**src/rtl/imem_loader_pkg.sv**
```systemverilog
// Shared definitions for the boot-time instruction memory loader:
// FSM state encodings, default memory depth and address helper.
package imem_loader_pkg;

  localparam int IMEM_DEPTH_WORDS = 4096;

  typedef enum logic [2:0] {
    LDR_ST_HDR   = 3'd0,
    LDR_ST_CHECK = 3'd1,
    LDR_ST_LOAD  = 3'd2,
    LDR_ST_FLUSH = 3'd3,
    LDR_ST_DONE  = 3'd4,
    LDR_ST_ERR   = 3'd5
  } ldr_state_e;

  function automatic logic [31:0] word_to_byte_addr(input logic [31:0] word_idx);
    return {word_idx[29:0], 2'b00};
  endfunction

endpackage

```
**src/rtl/imem_loader_byte_packer.sv**
```systemverilog
// Packs accepted bytes into 32-bit little-endian words; the completed word is
// presented combinationally alongside the fourth byte.
module imem_byte_packer (
  input  logic        clk_i,
  input  logic        clr_n_i,
  input  logic        byte_en_i,
  input  logic [7:0]  byte_i,
  output logic [1:0]  lane_o,
  output logic        word_valid_o,
  output logic [31:0] word_data_o
);

  logic [1:0]  lane_q, lane_d;
  logic [31:0] shift_q, shift_d;

  always_comb begin
    lane_d  = lane_q;
    shift_d = shift_q;
    if (byte_en_i) begin
      lane_d  = lane_q + 2'd1;
      shift_d = {byte_i, shift_q[31:8]};
    end
  end

  always_ff @(posedge clk_i) begin
    if (!clr_n_i) begin
      lane_q  <= 2'd0;
      shift_q <= 32'd0;
    end else begin
      lane_q  <= lane_d;
      shift_q <= shift_d;
    end
  end

  // Earlier bytes have shifted down, so the newest byte lands in [31:24].
  assign word_data_o  = {byte_i, shift_q[31:8]};
  assign word_valid_o = byte_en_i && (lane_q == 2'd3);
  assign lane_o       = lane_q;

endmodule

```
**src/rtl/imem_loader.sv**
```systemverilog
// Boot loader: receives a length-prefixed byte stream, writes it into
// instruction memory word by word, and holds the core in reset until done.
module imem_loader
  import imem_loader_pkg::*;
#(
  parameter int DEPTH_WORDS    = IMEM_DEPTH_WORDS,
  parameter int TIMEOUT_CYCLES = 1_000_000
) (
  input  logic        sys_clk_i,
  input  logic        rst_n_i,
  input  logic        byte_valid_i,
  input  logic [7:0]  byte_data_i,
  output logic        byte_ready_o,
  output logic        imem_wr_en_o,
  output logic [31:0] imem_wr_addr_o,
  output logic [31:0] imem_wr_data_o,
  output logic        core_rst_n_o,
  output logic        load_done_o,
  output logic        load_err_o
);

  localparam int          IDX_W     = $clog2(DEPTH_WORDS) + 1;
  localparam logic [31:0] DEPTH_U   = 32'(DEPTH_WORDS);
  localparam logic [31:0] TIMEOUT_U = 32'(TIMEOUT_CYCLES);

  ldr_state_e       state_q, state_d;
  logic [31:0]      n_q, n_d;
  logic [IDX_W-1:0] idx_q, idx_d;
  logic [31:0]      idle_q, idle_d;
  logic             ready_q, ready_d;
  logic             wr_en_q, wr_en_d;
  logic [31:0]      wr_addr_q, wr_addr_d;
  logic [31:0]      wr_data_q, wr_data_d;

  logic        accept;
  logic        counting;
  logic        timeout_hit;
  logic [1:0]  lane;
  logic        word_valid;
  logic [31:0] word_data;
  logic [31:0] idx_ext;

  assign accept  = byte_valid_i && byte_ready_o;
  assign idx_ext = 32'(idx_q);

  imem_byte_packer u_packer (
    .clk_i        (sys_clk_i),
    .clr_n_i      (rst_n_i && (state_q != LDR_ST_CHECK)),
    .byte_en_i    (accept),
    .byte_i       (byte_data_i),
    .lane_o       (lane),
    .word_valid_o (word_valid),
    .word_data_o  (word_data)
  );

  // The idle timer only runs once a stream has started; an accepted byte always wins.
  assign counting    = (state_q == LDR_ST_LOAD) || ((state_q == LDR_ST_HDR) && (lane != 2'd0));
  assign timeout_hit = (TIMEOUT_CYCLES != 0) && counting && !accept &&
                       ((idle_q + 32'd1) >= TIMEOUT_U);

  always_comb begin
    state_d   = state_q;
    n_d       = n_q;
    idx_d     = idx_q;
    wr_en_d   = 1'b0;
    wr_addr_d = wr_addr_q;
    wr_data_d = wr_data_q;
    idle_d    = 32'd0;
    if (counting && !accept) begin
      idle_d = idle_q + 32'd1;
    end

    unique case (state_q)
      LDR_ST_HDR: begin
        if (word_valid) begin
          n_d     = word_data;
          state_d = LDR_ST_CHECK;
        end else if (timeout_hit) begin
          state_d = LDR_ST_ERR;
        end
      end
      LDR_ST_CHECK: begin
        if (n_q == 32'd0) begin
          state_d = LDR_ST_DONE;
        end else if (n_q > DEPTH_U) begin
          state_d = LDR_ST_ERR;
        end else begin
          idx_d   = '0;
          state_d = LDR_ST_LOAD;
        end
      end
      LDR_ST_LOAD: begin
        if (word_valid) begin
          wr_en_d   = 1'b1;
          wr_addr_d = word_to_byte_addr(idx_ext);
          wr_data_d = word_data;
          idx_d     = idx_q + 1'b1;
          if ((idx_ext + 32'd1) == n_q) begin
            state_d = LDR_ST_FLUSH;
          end
        end else if (timeout_hit) begin
          state_d = LDR_ST_ERR;
        end
      end
      LDR_ST_FLUSH: state_d = LDR_ST_DONE;
      LDR_ST_DONE:  state_d = LDR_ST_DONE;
      LDR_ST_ERR:   state_d = LDR_ST_ERR;
      default:      state_d = LDR_ST_HDR;
    endcase

    ready_d = (state_d == LDR_ST_HDR) || (state_d == LDR_ST_LOAD);
  end

  always_ff @(posedge sys_clk_i) begin
    if (!rst_n_i) begin
      state_q   <= LDR_ST_HDR;
      n_q       <= 32'd0;
      idx_q     <= '0;
      idle_q    <= 32'd0;
      ready_q   <= 1'b0;
      wr_en_q   <= 1'b0;
      wr_addr_q <= 32'd0;
      wr_data_q <= 32'd0;
    end else begin
      state_q   <= state_d;
      n_q       <= n_d;
      idx_q     <= idx_d;
      idle_q    <= idle_d;
      ready_q   <= ready_d;
      wr_en_q   <= wr_en_d;
      wr_addr_q <= wr_addr_d;
      wr_data_q <= wr_data_d;
    end
  end

  // Ready is gated by the raw reset so it drops in the same cycle reset asserts.
  assign byte_ready_o   = ready_q && rst_n_i;
  assign imem_wr_en_o   = wr_en_q;
  assign imem_wr_addr_o = wr_addr_q;
  assign imem_wr_data_o = wr_data_q;
  assign core_rst_n_o   = (state_q == LDR_ST_DONE);
  assign load_done_o    = (state_q == LDR_ST_DONE);
  assign load_err_o     = (state_q == LDR_ST_ERR);

endmodule
```
**config.mk**
```make
export PLATFORM = sky130hd
export DESIGN_NAME = imem_loader
export DESIGN_NICKNAME = d
export VERILOG_FILES = /design/src/rtl/imem_loader_pkg.sv /design/src/rtl/imem_loader_byte_packer.sv /design/src/rtl/imem_loader.sv
export SDC_FILE = /design/constraint.sdc
export NUM_CORES = 1
export LEC_CHECK = 0
export BUFFER_PORTS_ARGS = -buffer_cell sky130_fd_sc_hd__clkbuf_2
export CORE_ASPECT_RATIO = 2
export CORE_UTILIZATION = 40
export CTS_BUF_LIST = sky130_fd_sc_hd__clkbuf_8
export CTS_CLUSTER_SIZE = 14
export DETAILED_ROUTE_END_ITERATION = 8
export PLACE_DENSITY = 0.66
export SYNTH_ARGS = -nofsm -noshare
export SYNTH_HDL_FRONTEND = slang
export SYNTH_SLANG_ARGS = --single-unit
```
**constraint.sdc**
```tcl
create_clock -name sys_clk_i -period 3.6 [get_ports sys_clk_i]
set_clock_uncertainty 0.1 [all_clocks]
set_input_delay 0.18 -clock sys_clk_i [delete_from_list [all_inputs] [get_ports sys_clk_i]]
set_output_delay 0.18 -clock sys_clk_i [all_outputs]
set_load 0.03 [all_outputs]
```
==> out/summary.txt, run 1 <==
fraction of layout instances using a drive strength above 1: 13.9%
share of total power in combinational logic: 3.1%
Worst Hold Path Cells: 5
internal power: 2.35 mW
core box area: 16800 µm²
Leak: 2.72 nW
asr flop ratio synth: 0%
synthesized instance count: 873
Sw Pwr: 754 µW
average footprint of a synthesized cell: 7.88 µm²
pin slew with the least headroom to its limit: 0.630 ns
synth top area cells: sky130_fd_sc_hd__dfxtp_1, sky130_fd_sc_hd__nand2_1, sky130_fd_sc_hd__a21oi_1
total number of vias: 5970
class of the most critical hold timing path: in -> reg
fin nets: 933
number of enable flip-flop cells after synthesis: 0
quantity of gates resized following cts: 0
via density per instance: 5.25
clk slew on worst S/H paths: 0.09 ns
Die Y: 187 µm
Setup-failing EPs final: 0
Worst Path Arrival: 3.31 ns
TritonCTS buffer count: 17
Total Wirelength: 17200 µm
Main synth FF type: sky130_fd_sc_hd__dfxtp_1
sequential-to-total area share from yosys stat: 44.5%
post-synthesis instance area: 6880 µm²
required time of the critical path: 3.86 ns
Layout Area Growth over Synthesis: 12.1%
post-CTS setup buffer count: 0
width of the die: 94.7 µm
input/output buffers: 60
non-filler instance count after layout: 1138
depth of the worst register-to-register path: 9
IR Drop Worst-Case VDD: 0.280 mV
global-route wire length before repair: 27900 µm
largest net degree at the start of global routing: 57
initial antenna violation count: 0
# Max-Cap Violations: 0
final routed DRC violation total: 0
class of the most critical setup path: reg -> reg
initial core utilization: 41.0%
Critical Path Sink Type: register
final standard cell area without fillers: 7710 µm²
most common cell in the netlist: sky130_fd_sc_hd__nand2_1
count of antenna diodes in the layout: 0
hold_buf cts: 9
routed wirelength normalized by instance count: 15.1 µm
Yosys warnings: 0
worst-case setup margin in the final layout: 0.547 ns
1st-iter DRT viols: 257
top cell type's share of synthesized area: 44.5%
number of distinct standard cells referenced by the synthesized netlist: 66
TritonCTS clock tree: built
crit share post-route: 84.8%
sequential share of power: 54.8%
Antenna Violating Nets Remaining: 0
number of cells after detailed placement: 1097
Power Density: 403 nW/µm²
via count of the first global-routing pass: 5715
fraction of power spent switching nets: 24.3%
cell taking the most area after synthesis: sky130_fd_sc_hd__dfxtp_1
DR pass1 iterations: 4
CTS max path bufs: 2
top cells by count, synth: sky130_fd_sc_hd__nand2_1, sky130_fd_sc_hd__dfxtp_1, sky130_fd_sc_hd__a21oi_1
count of pins on the block boundary: 80
startpoint kind of the worst setup timing path: register
worst slack after detailed placement: 0.555 ns
count of final max-slew check failures: 0
run status: completed
relative slew slack: 57.5%
depth of the CTS H-tree: 4
unrepaired setup endpoints after global routing: no
#FFs+latches synth: 153
Cell Area, Placed: 7230 µm²
half-perimeter wire length after detailed placement: 12200 µm
global-route usage over all layers: 20.3%
total clock sinks: 153
Final Core Density: 46.0%
row count: 67
Clock power frac: 42.1%
weighted congestion at the end of routability-driven global placement: 0.866
Fin. Hold Viols: 0
Fmax: 328 MHz
minimum clock period after layout: 3.05 ns
global route total overflow: 0
final-layout setup total negative slack: 0 ns
PnR Total Power: 3.11 mW
highest net fanout along the worst path: 6
Worst-Skew Late Latency: 0.46 ns
minimum hold slack: 0.171 ns
clock root buffer master: sky130_fd_sc_hd__clkbuf_8
DIE AREA: 17800 µm²
## state kept, by name, indices dropped and copies added, names as in the netlist, 2 cells and up
name / count
n_q: 32
u_packer.lane_o: 2
state_q: 3
imem_wr_addr_o: 13
imem_wr_data_o: 32
u_packer.shift_q: 24
idx_q: 13
idle_q: 32
## critical path, stage by stage (launching register included)
cell and delay [ns]:
sky130_fd_sc_hd__dfxtp_1 0.43, sky130_fd_sc_hd__ha_1 0.24, sky130_fd_sc_hd__and4_4 0.29, sky130_fd_sc_hd__nand4_4 0.17, sky130_fd_sc_hd__nor3_1 0.36, sky130_fd_sc_hd__mux2_2 0.37
sky130_fd_sc_hd__a211o_1 0.29, sky130_fd_sc_hd__nor4_2 0.32, sky130_fd_sc_hd__a21oi_2 0.11, sky130_fd_sc_hd__nor4b_1 0.27
## power by group through the flow
| stage | sequential, mW | combinational [mW] | clock, mW |
|---|---|---|---|
| 2_1_floorplan | 1.74 | 0.0803 | 0 |
| 3_3_place_gp | 1.74 | 0.0891 | 0 |
| 3_5_place_dp | 1.74 | 0.0894 | 0 |
| 4_1_cts | 1.70 | 0.0973 | 1.35 |
| 5_1_grt | 1.70 | 0.105 | 1.41 |
| 6_report | 1.70 | 0.0968 | 1.31 |
## placed cells by master (no fill, tap or decap), drive strengths merged, types with 13 or more instances in the layout
master / instances
dfxtp: 153
nor2: 51
nand2: 231
conb: 19
o21ai: 22
a21oi: 121
xnor2: 26
nand4: 14
nor3: 20
nor4: 13
nand3: 22
clkbuf: 78
xor2: 26
## final timing paths
kind	startpoint	endpoint	slack, ns
worst min register to register	imem_wr_data_o[5]	imem_wr_data_o[5]	0.36
worst min-delay path	byte_valid_i	u_packer.shift_q[21]	0.17
worst max register to register	idle_q[0]	ready_q	0.55
worst max-delay path	idle_q[0]	ready_q	0.55
## logic make-up (layout without fill, tap and decap cells)
family / Yosys count / in the layout / synth area share (%)
adders and majority gates: 4 / 4 / 0.727
AOI/OAI and AO/OA: 169 / 169 / 13.5
and+or+nand+nor: 413 / 413 / 28.3
buffers and inverters: 78 / 118 / 5.82
xor gates and xnor gates: 52 / 52 / 6.62
DFF: 153 / 153 / 44.5
muxes: 3 / 3 / 0.473
other: 1 / 19 / 0.0545
## metal layers
layer	up-vias	GRT usage, %	share of wire (%)
li1	3005	-	-
met3	34	3.24	2.2
met5	-	0	0
met1	2840	19.8	37
met2	91	38.7	57
met4	0	11.1	3.7
## cell type report
type | instances | area, µm²
inverter | 7 | 26.3
clock inverter | 14 | 146
fill | 1741 | 9050
tap | 207 | 259
clock buffer | 18 | 248
sequential | 153 | 3060
multi-input combinational | 660 | 3490
timing repair buffer | 79 | 478
Power figures use the tool's default switching activity.
==> run 2: changes to the inputs <==
Settings changed: PLACE_DENSITY 0.66 to 0.68.
Clock period 3.6 ns to 2.6 ns, I/O delays scaled along.
==> run 2 against run 1 <==
- core utilization is 3.0 points higher
- cell area rose by 6.5%
- register-to-register slack got worse by 0.48 ns
- maximum frequency up 20%
- critical endpoint is now state_q[1]
- critical path depth is 1 higher
==> out/summary.txt, run 2 (same netlist as run 1, synthesis figures left out) <==
fin nets: 984 (+5.5%)
core box area: 16800 µm² (unchanged)
filler cell count: 1668 (-4.2%)
Die Y: 187 µm (unchanged)
Worst-Skew Late Latency: 0.47 ns (about the same)
via density per instance: 5.29 (+0.86%)
IR Drop Worst-Case VDD: 0.450 mV (+61%)
initial core utilization: 41.0% (unchanged)
1st-iter DRT viols: 277 (+7.8%)
width of the die: 94.7 µm (unchanged)
required time of the critical path: 2.84 ns (-1.02 ns)
total buffers and inverters traversed by the critical path: 1 (+1)
routed wirelength normalized by instance count: 15.6 µm (+3.2%)
worst-case setup margin in the final layout: 0.0637 ns (-0.483 ns)
weighted congestion at the end of routability-driven global placement: 0.901 (+4.1%)
TritonCTS clock tree: built
Antenna Violating Nets Remaining: 0 (unchanged)
depth of the CTS H-tree: 4 (unchanged)
half-perimeter wire length after detailed placement: 13000 µm (+6.2%)
highest net fanout along the worst path: 4 (-2)
class of the most critical hold timing path: in -> reg
global-route usage over all layers: 22.0% (+1.7 points)
Worst Path Arrival: 2.78 ns (-0.53 ns)
row count: 67 (unchanged)
largest incremental delay on the critical path: 0.50 ns (+0.07 ns)
Layout Area Growth over Synthesis: 19.3%
Power Density: 529 nW/µm² (+31%)
final routed DRC violation total: 0 (unchanged)
global-route wire length before repair: 29900 µm (+7.3%)
count of antenna diodes in the layout: 0 (unchanged)
Final Core Density: 49.0% (+3.0 points)
Setup-failing EPs final: 0 (unchanged)
most used cells in the layout excluding fill and tap cells: sky130_fd_sc_hd__nand2_1, sky130_fd_sc_hd__dfxtp_1, sky130_fd_sc_hd__a21oi_1
initial antenna violation count: 0 (unchanged)
pin slew with the least headroom to its limit: 0.603 ns (-0.0269 ns)
relative slew slack: 59.8% (+2.3 points)
Total Wirelength: 18500 µm (+7.8%)
# Max-Cap Violations: 0 (unchanged)
startpoint kind of the worst setup timing path: register
via count of the first global-routing pass: 6073 (+6.3%)
fraction of layout instances using a drive strength above 1: 20.7% (+6.8 points)
Leak: 3.02 nW (+11%)
Critical Path Sink Type: register
total number of vias: 6286 (+5.3%)
class of the most critical setup path: reg -> reg
total clock sinks: 153 (unchanged)
clock root buffer master: sky130_fd_sc_hd__clkbuf_8
slowest stage cell, crit path: sky130_fd_sc_hd__or4_1
worst slack after detailed placement: 0.0336 ns (-0.521 ns)
count of final max-slew check failures: 0 (unchanged)
most common cell after layout, fill and taps aside: sky130_fd_sc_hd__nand2_1
crit-path leading delay family: simple AND/OR/NAND/NOR gates
unrepaired setup endpoints after global routing: yes
CTS max path bufs: 2 (unchanged)
Fin. Hold Viols: 0 (unchanged)
input/output buffers: 60 (unchanged)
TritonCTS buffer count: 17 (unchanged)
DR pass1 iterations: 5 (+1)
global route total overflow: 0 (unchanged)
worst reg2reg setup slack: 0.06 ns (-0.48 ns)
final-layout setup total negative slack: 0 ns (unchanged)
minimum clock period after layout: 2.54 ns (-0.517 ns)
DIE AREA: 17800 µm² (unchanged)
run status: completed
crit share post-route: 97.6% (+13 points)
cell-by-cell trace of the critical path: ha_2 > and4_4 > buf_4 > and2_4 > or4_1 > mux2i_1 > a21oi_1 > a211o_1 > a21oi_4 > o31ai_2
clk slew on worst S/H paths: 0.09 ns (about the same)
largest net degree at the start of global routing: 92 (+61%)
count of pins on the block boundary: 80 (unchanged)
Fmax: 394 MHz (+20%)
run 2: cell count changes in the layout (fill, tap and decap cells not counted), sizes merged:
cell,previous run,this run
clkbuf,78,77
clkinvlp,3,4
buf,10,61
clkinv,6,2
inv,10,13
run 2: layout make-up:
cell class / instances / area (µm²) / area share, %
sequential: 153 / 3070 / 37.4
clock buffer: 17 / 234 / 2.85
inverter: 7 / 26.3 / 0.320
tap: 207 / 259 / 3.15
multi-input combinational: 660 / 3590 / 43.8
timing repair buffer: 130 / 861 / 10.5
clock inverter: 14 / 164 / 2.00
run 2: path summary, 6_finish.rpt:
| check | from | endpoint | cells past startpoint |
|---|---|---|---|
| max | idle_q[1] | state_q[1] | 10 |
| min | byte_valid_i | u_packer.lane_o[1] | 5 |
| max reg2reg | idle_q[1] | state_q[1] | 10 |
| min reg2reg | imem_wr_data_o[7] | imem_wr_data_o[7] | 2 |
run 2: through the flow:
stage / power, mW / hold slack, ns / instances / area, µm²
2_1_floorplan: 2.52 / 0.166 / 891 / 6960
3_3_place_gp: 2.54 / 0.288 / 1146 / 7610
3_5_place_dp: 2.54 / 0.291 / 1146 / 7610
4_1_cts: 4.37 / 0.154 / 1186 / 8120
5_1_grt: 4.49 / 0.178 / 1188 / 8210
6_report: 4.35 / 0.156 / 1188 / 8210
run 2: per-layer routing:
layer  up-vias  part of all wire (%)  track usage (%)
met5         -                     0                0
met4         0                   4.7             14.0
met3        65                   3.3             3.69
met2       152                    58             41.6
met1      2958                    34             20.7
li1       3111                     -                -
run 2: tightest hold or removal path, delay by kind of cell:
kind                   cells  cell delay, ns
AOI/OAI and AO/OA          1            0.05
buffers and inverters      2            0.33
and+or+nand+nor            2            0.17
run 2: timing repair:
item | in CTS | in global routing
setup endpoints to repair | 1 | 4
resized for setup | 9 | 18
endpoints found under the hold margin | 28 | 0
setup buffers | 0 | 2
cloned | 0 | 0
hold buffers | 9 | 0
pin swaps | 4 | 6
run 2: power by group:
| part | internal [mW] | leakage (nW) | switching (mW) |
|---|---|---|---|
| registers | 2.35 | 1.24 | 0.00902 |
| logic | 0.0316 | 1.59 | 0.106 |
| clock network | 0.872 | 0.191 | 0.980 |
| total | 3.25 | 3.02 | 1.09 |
